<file path="src/rtl/ram8_write_arbiter.sv">
// Round-robin arbiter granting one of 8 requesters a shared RAM8 write port, with bounded bursts per grant.
// Optional macro ARB_LOCK_EN adds a lock input that holds the grant past MAX_BURST until the requester drops.
module ram8_write_arbiter #(
   parameter int ADDR_W    = 3,
   parameter int DATA_W    = 16,
   parameter int MAX_BURST = 4
) (
   input  logic                clk,
   input  logic                reset,
`ifdef ARB_LOCK_EN
   input  logic                lock,
`endif
   input  logic [7:0]          req,
   input  logic [8*ADDR_W-1:0] addr_flat,
   input  logic [8*DATA_W-1:0] data_flat,
   output logic [7:0]          gnt,
   output logic [2:0]          sel,
   output logic                mem_load,
   output logic [ADDR_W-1:0]   mem_addr,
   output logic [DATA_W-1:0]   mem_data,
   output logic                busy
);

   typedef enum logic {IDLE, GRANT} state_t;

   localparam logic [3:0] LAST_BEAT = 4'(MAX_BURST - 1);

   state_t     state_q, state_d;
   logic [7:0] gnt_q, gnt_d;
   logic [2:0] sel_q, sel_d;
   logic [2:0] last_q, last_d;
   logic [3:0] beat_q, beat_d;
   logic       lock_eff;
   logic       release_c;
   logic       win_vld;
   logic [2:0] win_idx;
   logic [2:0] arb_last;

`ifdef ARB_LOCK_EN
   assign lock_eff = lock;
`else
   assign lock_eff = 1'b0;
`endif

   // Scan downward so the closest index after 'last' is the one left standing.
   function automatic logic [3:0] arbitrate(input logic [7:0] r, input logic [2:0] last);
      logic [3:0] res;
      logic [2:0] idx;
      res = 4'd0;
      for (int i = 8; i >= 1; i--) begin
         idx = last + 3'(i);
         if (r[idx]) res = {1'b1, idx};
      end
      return res;
   endfunction

   assign busy     = (state_q == GRANT);
   assign gnt      = gnt_q;
   assign sel      = sel_q;
   assign mem_load = busy & req[sel_q];
   assign mem_addr = addr_flat[sel_q*ADDR_W +: ADDR_W];
   assign mem_data = data_flat[sel_q*DATA_W +: DATA_W];

   always_comb begin
      state_d   = state_q;
      gnt_d     = gnt_q;
      sel_d     = sel_q;
      last_d    = last_q;
      beat_d    = beat_q;
      release_c = busy & (~req[sel_q] | (mem_load & (beat_q == LAST_BEAT) & ~lock_eff));
      // At a release edge the just-served requester becomes lowest priority.
      arb_last  = busy ? sel_q : last_q;
      {win_vld, win_idx} = arbitrate(req, arb_last);
      case (state_q)
         IDLE: begin
            if (win_vld) begin
               state_d = GRANT;
               gnt_d   = 8'b1 << win_idx;
               sel_d   = win_idx;
               beat_d  = 4'd0;
            end
         end
         GRANT: begin
            if (release_c) begin
               last_d = sel_q;
               beat_d = 4'd0;
               if (win_vld) begin
                  gnt_d = 8'b1 << win_idx;
                  sel_d = win_idx;
               end else begin
                  state_d = IDLE;
                  gnt_d   = 8'd0;
               end
            end else if (mem_load && beat_q != LAST_BEAT) begin
               beat_d = beat_q + 4'd1;
            end
         end
         default: state_d = IDLE;
      endcase
   end

   always_ff @(posedge clk) begin
      if (reset) begin
         state_q <= IDLE;
         gnt_q   <= 8'd0;
         sel_q   <= 3'd0;
         last_q  <= 3'd7;
         beat_q  <= 4'd0;
      end else begin
         state_q <= state_d;
         gnt_q   <= gnt_d;
         sel_q   <= sel_d;
         last_q  <= last_d;
         beat_q  <= beat_d;
      end
   end

endmodule
</file>
<file path="config.mk">
export PLATFORM = sky130hd
export DESIGN_NAME = ram8_write_arbiter
export DESIGN_NICKNAME = d
export VERILOG_FILES = /design/src/rtl/ram8_write_arbiter.sv
export SDC_FILE = /design/constraint.sdc
export NUM_CORES = 1
export LEC_CHECK = 0
export BUFFER_PORTS_ARGS = -buffer_cell sky130_fd_sc_hd__buf_2
export CORE_ASPECT_RATIO = 2
export CORE_MARGIN = 2
export CORE_UTILIZATION = 48
export DETAILED_ROUTE_END_ITERATION = 16
export MAX_ROUTING_LAYER = met4
export PLACE_DENSITY = 0.86
export SKIP_CTS_REPAIR_TIMING = 1
export SYNTH_ARGS = -nofsm -noshare
export SYNTH_HDL_FRONTEND = slang
export SYNTH_SLANG_ARGS = --single-unit
</file>
<file path="constraint.sdc">
create_clock -name clk -period 8.5 [get_ports clk]
set_clock_uncertainty 0.15 [all_clocks]
set_input_delay 0.425 -clock clk [delete_from_list [all_inputs] [get_ports clk]]
set_output_delay 0.425 -clock clk [all_outputs]
set_load 0.02 [all_outputs]
</file>
Yosys cells after proc, flatten, opt, wreduce, memory -nomap -nowiden
Index checks and enable logic that the tools add are counted.

word-level totals
  bits in latches = 0
  memories kept = 0
  memory bits (read-only) = 0
  bits in writable memories = 0
  register bits after elaboration = 19
  output and inout port bits = 32

cells by class
  shift operators = 3
  multiplexer cells = 41
  equality and inequality tests = 5
  reductions and logical operators = 4
  $mul = 1
  divide/modulo/power cells = 0
  bitwise logic cells = 6
  $add $sub $neg = 8
  order comparisons = 9

operators with widths
  kind                                                                           number
  128-bit by 8-bit indexed part select with 16-bit output                        1
  4-bit 2-to-1 mux                                                               11
  3-bit by 4-bit less-than comparator with 1-bit output (second input constant)  9
  1-bit binary-select mux with 3-bit select                                      9
  8-bit 2-to-1 mux                                                               3
  24-bit by 6-bit indexed part select with 3-bit output                          1
  8-bit case mux with 2 select lines                                             1
  3-bit adder (second input constant)                                            4
  1-bit 2-to-1 mux                                                               11
  3-bit 2-to-1 mux                                                               3
  4-bit case mux with 2 select lines                                             1
  1-bit by 3-bit << shifter with 8-bit output (first input constant)             1
  3-bit by 2-bit adder with 3-bit output (second input constant)                 2
  3-bit case mux with 2 select lines                                             1
  2-bit AND reduction                                                            3
  3-bit by 2-bit multiplier with 5-bit output (second input constant)            1
  4-bit by 1-bit adder with 4-bit output (second input constant)                 1
  4-bit by 2-bit equality test with 1-bit output (second input constant)         1
  4-bit by 2-bit != test with 1-bit output (second input constant)               1
  3-bit by 1-bit adder with 3-bit output (second input constant)                 1
  1-bit bitwise AND                                                              3
  3-bit by 1-bit != test with 1-bit output (second input constant)               1
  2-bit by 1-bit != test with 1-bit output (second input constant)               1
  2-bit != test (second input constant)                                          1
  other kinds (4)                                                                5

Logic depth before layout (Yosys ltp)
  word-level depth = 15
  gate-level depth with buffers = 12

Least setup slack after synthesis
OpenSTA, ideal clock, no wires.

  kind = register to register
  from = reg state_q, in the netlist busy
  to = reg gnt_q[1], in the netlist gnt[1]
  period minus slack after synthesis = 3.587 ns
  buffers on the path = 2
  data required time = 8.233 ns
  cell stages (with the launch flop) = 12
  library setup time = 0.117 ns
  setup slack = 4.913 ns
  arrival = 3.320 ns
  path through = dfxtp_1 -> buf_6 -> mux2i_2 -> inv_1 -> buf_1 -> ha_1 -> xnor2_1 -> mux4_2 -> a211oi_1 -> o22ai_1 -> nand2b_1 -> a32o_2

on the way
  word-level cells in the longest chain between the ends = 15
  elaborated cells between the ends (all ways) = 45
  classes of those cells = 7 x add/sub; 2 x eq/ne; 1 x shift; 29 x mux; 5 x bitwise; 1 x reduce/logical

RTL lines
  what                                                                           line    RTL
  start, declared                                                                28      state_t state_q, state_d;
  start signal, assigned                                                         110     state_q <= state_d;
  3-bit 2-to-1 mux                                                               72      arb_last = busy ? sel_q : last_q;
  3-bit adder or 1-bit binary-select mux with 3-bit select (tied branches)       51, 52
  1-bit binary-select mux with 3-bit select or 1-bit 2-to-1 mux (tied branches)  52      if (r[idx]) res = {1'b1, idx};
  1-bit 2-to-1 mux (not written as such) or 4-bit 2-to-1 mux (tied branches)     52
  4-bit 2-to-1 mux (7 in series)                                                 52
  1-bit by 3-bit << shifter with 8-bit output                                    78, 88
  8-bit 2-to-1 mux                                                               87      if (win_vld) begin
  8-bit 2-to-1 mux                                                               84      if (release_c) begin
  8-bit case mux with 2 select lines                                             74      case (state_q)
  end signal, assigned                                                           111     gnt_q <= gnt_d;
  end, declared                                                                  29      logic [7:0] gnt_q, gnt_d;

Several ways; a longest one is shown, not always the timed one. The select of a mux whose other input is x is not followed.
A chain may end at the register's enable or synchronous reset.

Final worst setup path
  from = reg sel_q[1], in the netlist sel[1]
  to = reg gnt_q[4], in the netlist gnt[4]

on the way
  word-level cells in the longest chain between the ends = 15
  elaborated cells between the ends (all ways) = 47
  classes of those cells = 7 x add/sub; 2 x eq/ne; 1 x shift; 31 x mux; 5 x bitwise; 1 x reduce/logical

RTL lines
  what                                                                           line    RTL
  start, declared                                                                30      logic [2:0] sel_q, sel_d;
  start signal, assigned                                                         112     sel_q <= sel_d;
  3-bit 2-to-1 mux                                                               72
  3-bit adder or 1-bit binary-select mux with 3-bit select (tied branches)       51, 52
  1-bit binary-select mux with 3-bit select or 1-bit 2-to-1 mux (tied branches)  52
  1-bit 2-to-1 mux (not written as such) or 4-bit 2-to-1 mux (tied branches)     52
  4-bit 2-to-1 mux (7 in series)                                                 52
  1-bit by 3-bit << shifter with 8-bit output                                    78, 88
  8-bit 2-to-1 mux                                                               87
  8-bit 2-to-1 mux                                                               84
  8-bit case mux with 2 select lines                                             74

Several ways; a longest one is shown, not always the timed one. The select of a mux whose other input is x is not followed.

==> out/results.tsv <==
stage	metric	value	unit
outcome	outcome	complete, no violations	
cells_and_area	syn_to_final_growth	34.7	%
cts	htree_num_levels	1	
detailed_routing	drt_iter0_markers	215	
cts	cts_buffers	3	
floorplan	ios	194	
timing	fmax	223	MHz
critical_path	setup.worst_path.class	reg -> reg	
cts	clock_path_buffers	2	
power_and_ir_drop	ir_drop	0.000245	V
critical_path	cp_data_arrival_time	4.53	ns
timing	rsz0062_at_grt	no	
detailed_routing	drt-pass1-iter-count	4	
timing	fin_ws	4.01	ns
global_routing	grt_pass1_vias	3552	
placed_design	place_inst	534	
synth	synth_seq_cells	19	
synth	synth_area_per_cell	11.2	um^2
timing	setup-violations-final	0	
synth	ys_async_sr_fraction	0	
power_and_ir_drop	p_leak	1.87	nW
floorplan	fp-row-count	41	
timing	finalHoldViolations	0	
cells_and_area	layout-drive-gt1-share	0.637	
cts	clk-insertion-delay-late	0.25	ns
cells_and_area	final_cell_mix	buf_2 (193), mux4_2 (48), mux2_2 (23), mux2i_1 (23), nor2_1 (22)	
flow_run	drv_cap	0	
synth	syn_nets	440	
synth	synth_enable_flop_cells	0	
critical_path	crit_fanout	44	
power_and_ir_drop	powerDensity	332	nW/um^2
floorplan	die_x	60.8	um
detailed_routing	ant_nets	0	
synth	ys.warnings.count	0	
cts	clkTransAtPathRegs	0.05	ns
floorplan	die-area	7140	um^2
floorplan	die_h	118	um
cts	cts_root_buf	clkbuf_16	
timing	slew_violations	0	
placed_design	place_hpwl	10400	um
placed_design	placed_area	4070	um^2
cells_and_area	layout_commonest_cell	buf_2	
critical_path	required	8.54	ns
cells_and_area	nets	618	
placed_design	gp_congestion	0.962	
synth	syn_inst	275	
global_routing	grt_util_met2	0.612	
power_and_ir_drop	total_power	0.00138	W
synth	synth_cell_type_count	58	
global_routing	met1_usage	0.316	
critical_path	start_kind	flip-flop	
global_routing	use_met3	0.114	
global_routing	top_usage_layer	met2	
cells_and_area	final_cell_area	4170	um^2
synth	ys_seq_area_frac	0.123	
cells_and_area	fill_cells	533	
placed_design	io_buffers	193	
floorplan	floorplan.initialDensity	0.494	
cells_and_area	fin_cells	544	
global_routing	grt.total_usage	0.363	
cts	cts_tree	built	
timing	tightest_slew	1.05	ns
synth	synth_flop_cell	dfxtp_1	
detailed_routing	viasPerCell	6.33	
timing	finalCritPeriodShare	0.528	
global_routing	overflow	0	
detailed_routing	route.vias.total	3444	
timing	fin_crit	4.49	ns
critical_path	end_kind	flip-flop	
detailed_routing	wirelength	12500	um
critical_path	rrSetupSlack	4.01	ns
detailed_routing	drc	0	
detailed_routing	wl_per_cell	23.1	um
global_routing	grt_max_degree	45	
global_routing	grt_pass1_wl	18500	um
placed_design	post-place-ws	4.10	ns
cts	clock_sinks	19	
timing	setup-tns-final	0	ns
worst_hold_path	hold_path.class	reg -> reg	
global_routing	antenna_found_initial	6	
synth	syn_area	3090	um^2
floorplan	coreArea	6260	um^2
timing	relSlewSlack	0.299	
## power breakdown
group / internal [W] / switching [W]
combinational: 0.000509 / 0.000613
sequential: 0.000116 / 0.0000495
clock: 0.0000631 / 0.0000340
## worst max-delay path, stage by stage (launching register included)
cell       delay, ns
dfxtp_2         1.02
mux2i_2         0.34
ha_1            0.71
clkinv_1        0.43
mux4_2          0.38
a211o_1         0.31
a2111oi_2       0.33
o32ai_2         0.17
nor4_2          0.33
a32o_1          0.24
## cell type report
class | count | area (um^2) | share of cell area
diodes | 6 | 15.0 | 0.00360
flip-flops and latches | 19 | 383 | 0.0919
multi-input cells | 224 | 2560 | 0.615
repair buffers | 194 | 973 | 0.234
clock buffers | 3 | 75.1 | 0.0180
well taps | 86 | 108 | 0.0258
inverters | 11 | 43.8 | 0.0105
clock inverters | 1 | 5.00 | 0.00120
## final timing paths
check / start / to / cells after the start
setup / recovery: sel[1] / gnt[4] / 9
hold / removal: gnt[5] / gnt[5] / 1
setup reg to reg: sel[1] / gnt[4] / 9
hold reg to reg: gnt[5] / gnt[5] / 1
## cell families after synthesis
| group | after synthesis | share of synthesized area |
|---|---|---|
| adders and majority gates | 3 | 0.0121 |
| DFF | 19 | 0.123 |
| muxes | 103 | 0.565 |
| xor gates and xnor gates | 4 | 0.0113 |
| AOI/OAI and AO/OA | 52 | 0.141 |
| and+or+nand+nor | 62 | 0.0987 |
| buffers and inverters | 32 | 0.0485 |
## sequential cells by signal, summed over array words and instances (netlist names)
register and flops:
beat_q 4, busy 1, gnt 8, last_q 3, sel 3
## stage by stage
| step | util | hold slack, ns |
|---|---|---|
| global placement | 0.650 | 0.306 |
| CTS | 0.663 | 0.323 |
| floorplan | - | 0.303 |
| global route | 0.666 | 0.344 |
| detailed placement | 0.650 | 0.311 |
| finish | 0.666 | 0.319 |
## cells in the mapped netlist (all sizes together) (2+ instances only)
| cell type | n | area share |
|---|---|---|
| nor2b | 2 | 0.0040 |
| dfxtp | 19 | 0.12 |
| mux4 | 52 | 0.38 |
| inv | 10 | 0.013 |
| buf | 10 | 0.021 |
| nand2 | 15 | 0.018 |
| o211ai | 3 | 0.0073 |
| nor4 | 3 | 0.0081 |
| mux2 | 25 | 0.091 |
| o21ai | 3 | 0.0049 |
| o2bb2ai | 2 | 0.0057 |
| nand3 | 3 | 0.0049 |
| mux2i | 26 | 0.091 |
| o32ai | 2 | 0.0081 |
| a21oi | 9 | 0.015 |
| a211o | 5 | 0.014 |
| a32o | 8 | 0.028 |
| ha | 3 | 0.012 |
| o2111ai | 3 | 0.0085 |
| nor2 | 22 | 0.027 |
| clkbuf | 11 | 0.013 |
| nand2b | 2 | 0.0040 |
| xnor2 | 4 | 0.011 |
| or3 | 2 | 0.0040 |
| a211oi | 5 | 0.012 |
| nor3 | 7 | 0.013 |
## metal layers
metal  vias to the layer above  share of wire
met4                         0          0.090
li1                       1507              -
met5                         -              0
met3                        60          0.093
met2                       237           0.53
met1                      1640           0.28
(Power assumes the default switching activity.)
